===== src/rtl/vbuffer_fill_pkg.sv =====
// vbuffer_fill_pkg: shared FSM encoding and sizing helper for the line-buffer writer.
package vbuffer_fill_pkg;
  typedef enum logic [1:0] {IDLE = 2'd0, REQ = 2'd1, HOLD = 2'd2} state_e;
  function automatic int cnt_width(input int iwidth);
    return iwidth > 1 ? iwidth - 1 : 1;
  endfunction
endpackage


===== src/rtl/vbuffer_fill.sv =====
// vbuffer_fill: ping-pong writer that fetches pixels over req/ack and fills the half-buffer the reader is not in.
//  Clk/ResetN           clock, async active-low reset
//  FrameStart/BaseAddr  restart fetch at BaseAddr (sampled on FrameStart), clear Underrun
//  ReadIndex/Blank      scan-out position and blanking
//  MemReq/MemAddr       read request, address stable while MemReq high
//  MemAck/MemData       one-cycle ack with data
//  Write/WriteIndex/DataOut  buffer write port, one cycle after an accepted ack
//  Underrun             sticky: reader entered the half still being filled
module vbuffer_fill
  import vbuffer_fill_pkg::*;
#(
  parameter int IWIDTH = 2,
  parameter int BPP    = 6,
  parameter int PSIZE  = 4,
  parameter int AWIDTH = 16
) (
  input  logic              Clk,
  input  logic              ResetN,
  input  logic              FrameStart,
  input  logic [AWIDTH-1:0] BaseAddr,
  input  logic [IWIDTH-1:0] ReadIndex,
  input  logic              Blank,
  output logic              MemReq,
  output logic [AWIDTH-1:0] MemAddr,
  input  logic              MemAck,
  input  logic [BPP-1:0]    MemData,
  output logic              Write,
  output logic [IWIDTH-1:0] WriteIndex,
  output logic [BPP-1:0]    DataOut,
  output logic              Underrun
);
  localparam int HS = PSIZE / 2;
  localparam int CW = cnt_width(IWIDTH);
  state_e            state_q, state_d;
  logic              mem_req_q, mem_req_d;
  logic [AWIDTH-1:0] addr_q, addr_d;
  logic [AWIDTH-1:0] base_q, base_d;
  logic              half_q, half_d;
  logic [CW-1:0]     cnt_q, cnt_d;
  logic              restart_q, restart_d;
  logic              write_q, write_d;
  logic [IWIDTH-1:0] widx_q, widx_d;
  logic [BPP-1:0]    data_q, data_d;
  logic              underrun_q, underrun_d;
  logic              rd_half, take, drop, last;
  logic [AWIDTH-1:0] restart_addr;
  assign rd_half      = ReadIndex[IWIDTH-1];
  assign take         = (state_q == REQ) && mem_req_q && MemAck;
  // A FrameStart arriving with the ack, or an earlier one still pending, discards the pixel.
  assign drop         = restart_q || FrameStart;
  assign last         = cnt_q == CW'(HS - 1);
  assign restart_addr = FrameStart ? BaseAddr : base_q;
  always_comb begin
    state_d    = state_q;
    mem_req_d  = mem_req_q;
    addr_d     = addr_q;
    base_d     = FrameStart ? BaseAddr : base_q;
    half_d     = half_q;
    cnt_d      = cnt_q;
    restart_d  = restart_q;
    write_d    = 1'b0;
    widx_d     = widx_q;
    data_d     = data_q;
    underrun_d = FrameStart ? 1'b0
               : underrun_q | (!Blank && state_q == REQ && rd_half == half_q);
    if (state_q != REQ) begin
      if (FrameStart) begin
        state_d   = REQ;
        mem_req_d = 1'b1;
        addr_d    = BaseAddr;
        half_d    = 1'b0;
        cnt_d     = '0;
        restart_d = 1'b0;
      end else if (state_q == HOLD && rd_half == half_q) begin
        state_d   = REQ;
        mem_req_d = 1'b1;
        half_d    = ~half_q;
      end
    end else if (take) begin
      mem_req_d = 1'b0;
      if (drop) begin
        addr_d     = restart_addr;
        half_d     = 1'b0;
        cnt_d      = '0;
        restart_d  = 1'b0;
        underrun_d = 1'b0;
      end else begin
        write_d = 1'b1;
        widx_d  = (IWIDTH'(half_q) << (IWIDTH - 1)) | IWIDTH'(cnt_q);
        data_d  = MemData;
        addr_d  = addr_q + AWIDTH'(1);
        cnt_d   = last ? '0 : cnt_q + CW'(1);
        state_d = last ? HOLD : REQ;
      end
    end else begin
      // An outstanding request is never withdrawn; a restart waits for its ack.
      mem_req_d = 1'b1;
      restart_d = restart_q | FrameStart;
    end
  end
  always_ff @(posedge Clk or negedge ResetN) begin
    if (!ResetN) begin
      state_q    <= IDLE;
      mem_req_q  <= 1'b0;
      addr_q     <= '0;
      base_q     <= '0;
      half_q     <= 1'b0;
      cnt_q      <= '0;
      restart_q  <= 1'b0;
      write_q    <= 1'b0;
      widx_q     <= '0;
      data_q     <= '0;
      underrun_q <= 1'b0;
    end else begin
      state_q    <= state_d;
      mem_req_q  <= mem_req_d;
      addr_q     <= addr_d;
      base_q     <= base_d;
      half_q     <= half_d;
      cnt_q      <= cnt_d;
      restart_q  <= restart_d;
      write_q    <= write_d;
      widx_q     <= widx_d;
      data_q     <= data_d;
      underrun_q <= underrun_d;
    end
  end
  assign MemReq     = mem_req_q;
  assign MemAddr    = addr_q;
  assign Write      = write_q;
  assign WriteIndex = widx_q;
  assign DataOut    = data_q;
  assign Underrun   = underrun_q;
endmodule


===== config.mk =====
export PLATFORM = sky130hd
export DESIGN_NAME = vbuffer_fill
export DESIGN_NICKNAME = d
export VERILOG_FILES = /design/src/rtl/vbuffer_fill_pkg.sv /design/src/rtl/vbuffer_fill.sv
export SDC_FILE = /design/constraint.sdc
export NUM_CORES = 1
export LEC_CHECK = 0
export ABC_AREA = 1
export ABC_CLOCK_PERIOD_IN_PS = 1200
export BUFFER_PORTS_ARGS = -buffer_cell sky130_fd_sc_hd__clkbuf_2
export CORE_MARGIN = 4
export CORE_UTILIZATION = 40
export CTS_CLUSTER_DIAMETER = 120
export DETAILED_ROUTE_END_ITERATION = 10
export GPL_ROUTABILITY_DRIVEN = 0
export SLEW_MARGIN = 20
export SYNTH_ARGS = -nofsm -noshare
export SYNTH_HDL_FRONTEND = slang
export SYNTH_SLANG_ARGS = --single-unit

===== constraint.sdc =====
create_clock -name Clk -period 1.2 [get_ports Clk]
set_input_delay 0.18 -clock Clk [delete_from_list [all_inputs] [get_ports Clk]]
set_output_delay 0.18 -clock Clk [all_outputs]
set_load 0.1 [all_outputs]

-- Word-level counts from Yosys, hierarchy flattened
Cells that the tools add are included.
W data, S select, Z words.
- register bits after elaboration: 48
- input bits: 29
- output and inout bits: 27
- word-level logic and storage cells: 75
- add/sub/neg operators: 2
- eq/ne operators: 8
- mux-type cells: 34
- bitwise logic cells: 6
- reduce and logical (&&, ||, !) cells: 14
- operators with widths (kind ; count):
    $mux W16 ; 5
    $mux W1 ; 23
    $add A16 B1 Y16 const B ; 1
    $mux W2 ; 6
    $reduce_and A3 Y1 ; 3
    $logic_and A1 B1 Y1 ; 5
    $ne A2 B1 Y1 const B ; 2
    $reduce_and A2 Y1 ; 2
    $reduce_bool A2 Y1 ; 2
    $ne A3 B1 Y1 const B ; 1
    $ne A3 B2 Y1 const B ; 1
    $not A1 Y1 ; 3
    $eq A2 B1 Y1 const B ; 1
    $eq A2 B2 Y1 const B ; 1
    $ne A2 B2 Y1 const B ; 1
    $or A1 B1 Y1 ; 2
    $or A2 B1 Y2 ; 1
    $add A1 B1 Y1 const B ; 1
    $eq A1 B1 Y1 ; 1
    $logic_not A1 Y1 ; 1
    $logic_or A1 B1 Y1 ; 1

-- Logic depth before layout (Yosys ltp)
- word-level depth: 8
- gate-level depth with buffers: 10
- mapped depth without buffers: 9

-- Worst setup path before layout
No wires, ideal clock.
- path kind: reg-to-reg
- start: reg addr_q[1], in the netlist MemAddr[1]
- end: reg addr_q[14], in the netlist MemAddr[14]
- setup time: 0.121 ns
- arrival time: 1.949 ns
- required time: 1.079 ns
- path slack: -0.870 ns
- cell stages (with the launch flop): 9
- clock period less this slack: 2.070 ns
- cell sequence: dfrtp_1 -> ha_1 -> nand3_1 -> nor2_1 -> nand3_1 -> nand2_1 -> nand3_1 -> nand2_1 -> a21oi_2
- word-level cells in the longest chain between the ends: 4
- ends and longest elaborated chain (item ; RTL line ; RTL):
    from (decl) ; vbuffer_fill.sv:36 ; logic [AWIDTH-1:0] addr_q, addr_d;
    from (signal assigned) ; vbuffer_fill.sv:117 ; addr_q <= addr_d;
    $add A16 B1 Y16 ; vbuffer_fill.sv:91 ; addr_d = addr_q + AWIDTH'(1);
    $mux W16 ; vbuffer_fill.sv:81 ; if (drop) begin
    $mux W16 ; vbuffer_fill.sv:79 ; end else if (take) begin
    $mux W16 ; vbuffer_fill.sv:66 ; if (state_q != REQ) begin
No other way between the ends. The select of a mux whose other input is x is not followed.
A chain may end at the register's enable or synchronous reset.

-- Worst setup path after layout
- start: reg addr_q[1], in the netlist MemAddr[1]
- end: reg addr_q[8], in the netlist MemAddr[8]
Same word-level chain as after synthesis.

==> summary.md <==
| Metric | Value |
|---|---|
| Antenna fix cells | 0 |
| DR iter-0 viols | 142 |
| Worst hold-check path type | in2reg |
| Mapped Nets | 369 |
| DRC | 0 |
| Avg Cell Area, Syn | 8.08 um^2 |
| DP HPWL | 5370 um |
| Worst EP arrival | 1580 ps |
| Grt total ovfl | 0 |
| CP Capture Type | flop |
| Dpl cells | 505 |
| FP Rows | 29 |
| Bufs on Longest Clock Path | 2 |
| Fin crit share | 115% |
| CTS clk-pin slew, worst paths | 100 ps |
| Seq/Total Area, Yosys | 43.8% |
| Startpoint types | flop |
| Vias in the first global route | 2723 |
| Synth Flop Type | dfrtp_1 |
| Post-synthesis cell area | 2740 um^2 |
| Non-Filler Instances | 532 |
| Syn Inst Count | 339 |
| Antenna-violating nets left | 0 |
| Synth cell types | 37 |
| Clock root buffer | clkbuf_8 |
| I/O Pins | 56 |
| # Max-Cap Violations | 0 |
| CTS Buf Count | 5 |
| Share of cells above drive strength 1 | 49.9% |
| Syn. warnings | 0 |
| Post-synth ARST share | 100% |
| Clock Latency Late Sink | 310 ps |
| Sink Count | 48 |
| First-pass GRT wire length | 12800 um |
| Largest net degree at the start of global routing | 49 |
| LEAKAGE | 2.10 nW |
| CTS HTree Levels | 2 |
| Area leader, netlist | dfrtp_1 |
| Wire length per cell | 14.4 um |
| Actual slew at the worst max-slew pin | 274 ps |
| Port Buffers | 54 |
| Setup WS pre-CTS | -201 ps |
| Busiest metal layer after global routing | met2 |
| Post-synth EDFFs | 0 |
| Die area | 8240 um^2 |
| GRT Util Overall | 19.0% |
| Starting Density | 42.2% |
| Nets | 484 |
| WS Path Type | reg2reg |
| Commonest cells post-synth | nand2_1 (103), dfrtp_1 (48), inv_1 (26) |
| Failing checks | setup timing |
| P per Cell Area | 3360 nW/um^2 |
| Post-Route WL | 7670 um |
| Die span in y | 90.8 um |
| Die X | 90.8 um |
| Via density | 4.99 |
| Final Hold Vio Count | 0 |
| Antenna violations before repair | 0 |
| Final worst slack | -177 ps |
| Synth top area share | 43.8% |
| Maximum vdd ir drop | 1790 uV |
| CP Data Required Time | 1410 ps |
| RSZ-0062 raised after global routing | yes |
| Via count | 2657 |
| # setup viols final | 46 |
| Drt first pass iters | 4 |
| Fmax | 0.726 GHz |
| Slew HR | 81.7% |
| Final Max Tran Viols | 0 |
| Final worst path period need | 1380 ps |
| Most common cell in the netlist | nand2_1 |
| Met3 usage | 3.83% |
| Area contributors post-synth | dfrtp_1 (44%), nand2_1 (14%), nand3_1 (3.8%) |
| Met1 Use GR | 23.8% |
| Area grow syn2layout | 59.9% |
| CTS tree | yes |
| Setup_tns | -4970 ps |
| Crit Path Max Fanout | 4 |
| Clock Skew | 8.96 ps |
| Outcome | finished with violations |
| Met2 Resource Use GR | 32.6% |
| Core area | 6490 um^2 |
| FF+latch count, synth | 48 |
==> per-stage QoR <==
| stage | util, % | hold slack (ps) | instance area, um^2 | power (W) |
|---|---|---|---|---|
| after floorplan | - | -116 | 2850 | 0.00882 |
| after global placement | 59.9 | 194 | 3890 | 0.0123 |
| after detailed placement | 59.9 | 195 | 3890 | 0.0124 |
| after CTS | 64.8 | 64.4 | 4210 | 0.0142 |
| after global routing | 67.4 | 79.3 | 4380 | 0.0155 |
| final | 67.4 | 70.8 | 4380 | 0.0147 |
==> critical path, cell delays in order, from the launching register on <==
cell and delay [ps]:
dfrtp_4 520, ha_4 180, nand3_4 90, inv_4 60, nand2_4 70, xor2_1 150
nand2_1 70, nand2_1 80, a21oi_2 50
==> state kept, by name, indices dropped and copies added, names as in the netlist <==
name	flops
half_q	1
Underrun	1
restart_q	1
WriteIndex	2
base_q	16
Write	1
MemReq	1
MemAddr	16
DataOut	6
cnt_q	1
state_q	2
==> repair_timing <==
| item | CTS | global route |
|---|---|---|
| endpoints found under the hold margin | 48 | 0 |
| endpoints found under the setup margin | 48 | 48 |
| hold buffers | 1 | 0 |
| buffers inserted | 10 | 7 |
| pin swaps | 11 | 15 |
| gates cloned | 0 | 1 |
| resized for setup | 37 | 24 |
==> cell type report <==
| cell class | count | area [um^2] |
|---|---|---|
| fillers | 511 | 2110 |
| multi-input cells | 246 | 1440 |
| repair buffers | 120 | 1320 |
| flip-flops and latches | 48 | 1260 |
| inverters | 33 | 151 |
| well taps | 77 | 96.3 |
| clock buffers | 5 | 68.8 |
| clock inverters | 3 | 42.5 |
==> layer usage <==
layer / vias up / wire length (um)
met5: - / 0
met4: 0 / 125
met3: 13 / 361
met2: 68 / 3790
met1: 1261 / 3400
li1: 1315 / -
==> final timing paths <==
path | start | end | slack [ps] | cells after the start
setup / recovery | MemAddr[1]$_DFFE_PN0P_ | MemAddr[8]$_DFFE_PN0P_ | -180 | 8
hold / removal | MemData[5] | DataOut[5]$_DFFE_PN0P_ | 70 | 3
setup reg to reg | MemAddr[1]$_DFFE_PN0P_ | MemAddr[8]$_DFFE_PN0P_ | -180 | 8
hold reg to reg | base_q[2]$_DFF_PN0_ | base_q[2]$_DFF_PN0_ | 480 | 2
max in group asynchronous | ResetN | MemAddr[9]$_DFFE_PN0P_ | 550 | 3
min in group asynchronous | ResetN | base_q[14]$_DFF_PN0_ | 390 | 3
==> cells in the final DEF (no fill, tap or decap), types with 2 or more instances in the layout <==
cell      netlist  layout
nand2_4         1       3
inv_8           0       2
nor2_2          8      13
clkbuf_2        0      27
dfrtp_2         0       4
o21bai_1        3       3
nand3_1        21      17
and2_1          2       2
a21oi_2        11      18
nand2_1       103      93
dfrtp_1        48      30
o211ai_1        2       2
o21ai_0        13       7
nor2_4          2       6
nor2_8          2       2
inv_2           2       2
o22ai_1         2       2
buf_12          0      31
buf_4           2      39
o21ai_2         5       6
inv_1          26      24
nor2_1         25      16
xor2_1          3       3
o21ai_1         8      13
nand3_4         1       2
a21oi_1        15       7
xnor2_1         2       2
inv_4           3       3
buf_6           6      20
clkbuf_8        0       5
dfrtp_4         0      14
nand4_1         2       2
nand3_2         1       4
nand2_2         9      17
==> cells by family after synthesis <==
family          after synthesis  synth area share (%)
buf+inv                      45                  9.45
compound gates               62                  14.5
simple gates                178                  30.1
fa+ha+maj                     1                 0.457
flops                        48                  43.8
xor+xnor                      5                  1.60
==> power breakdown <==
group / total (W) / internal, W / switching, W
sequential: 0.00292 / 0.00232 / 0.000596
combinational: 0.0106 / 0.00432 / 0.00627
clock: 0.00120 / 0.000618 / 0.000587
total: 0.0147 / 0.00727 / 0.00745
Note: power is estimated with default switching activity, not from simulation.
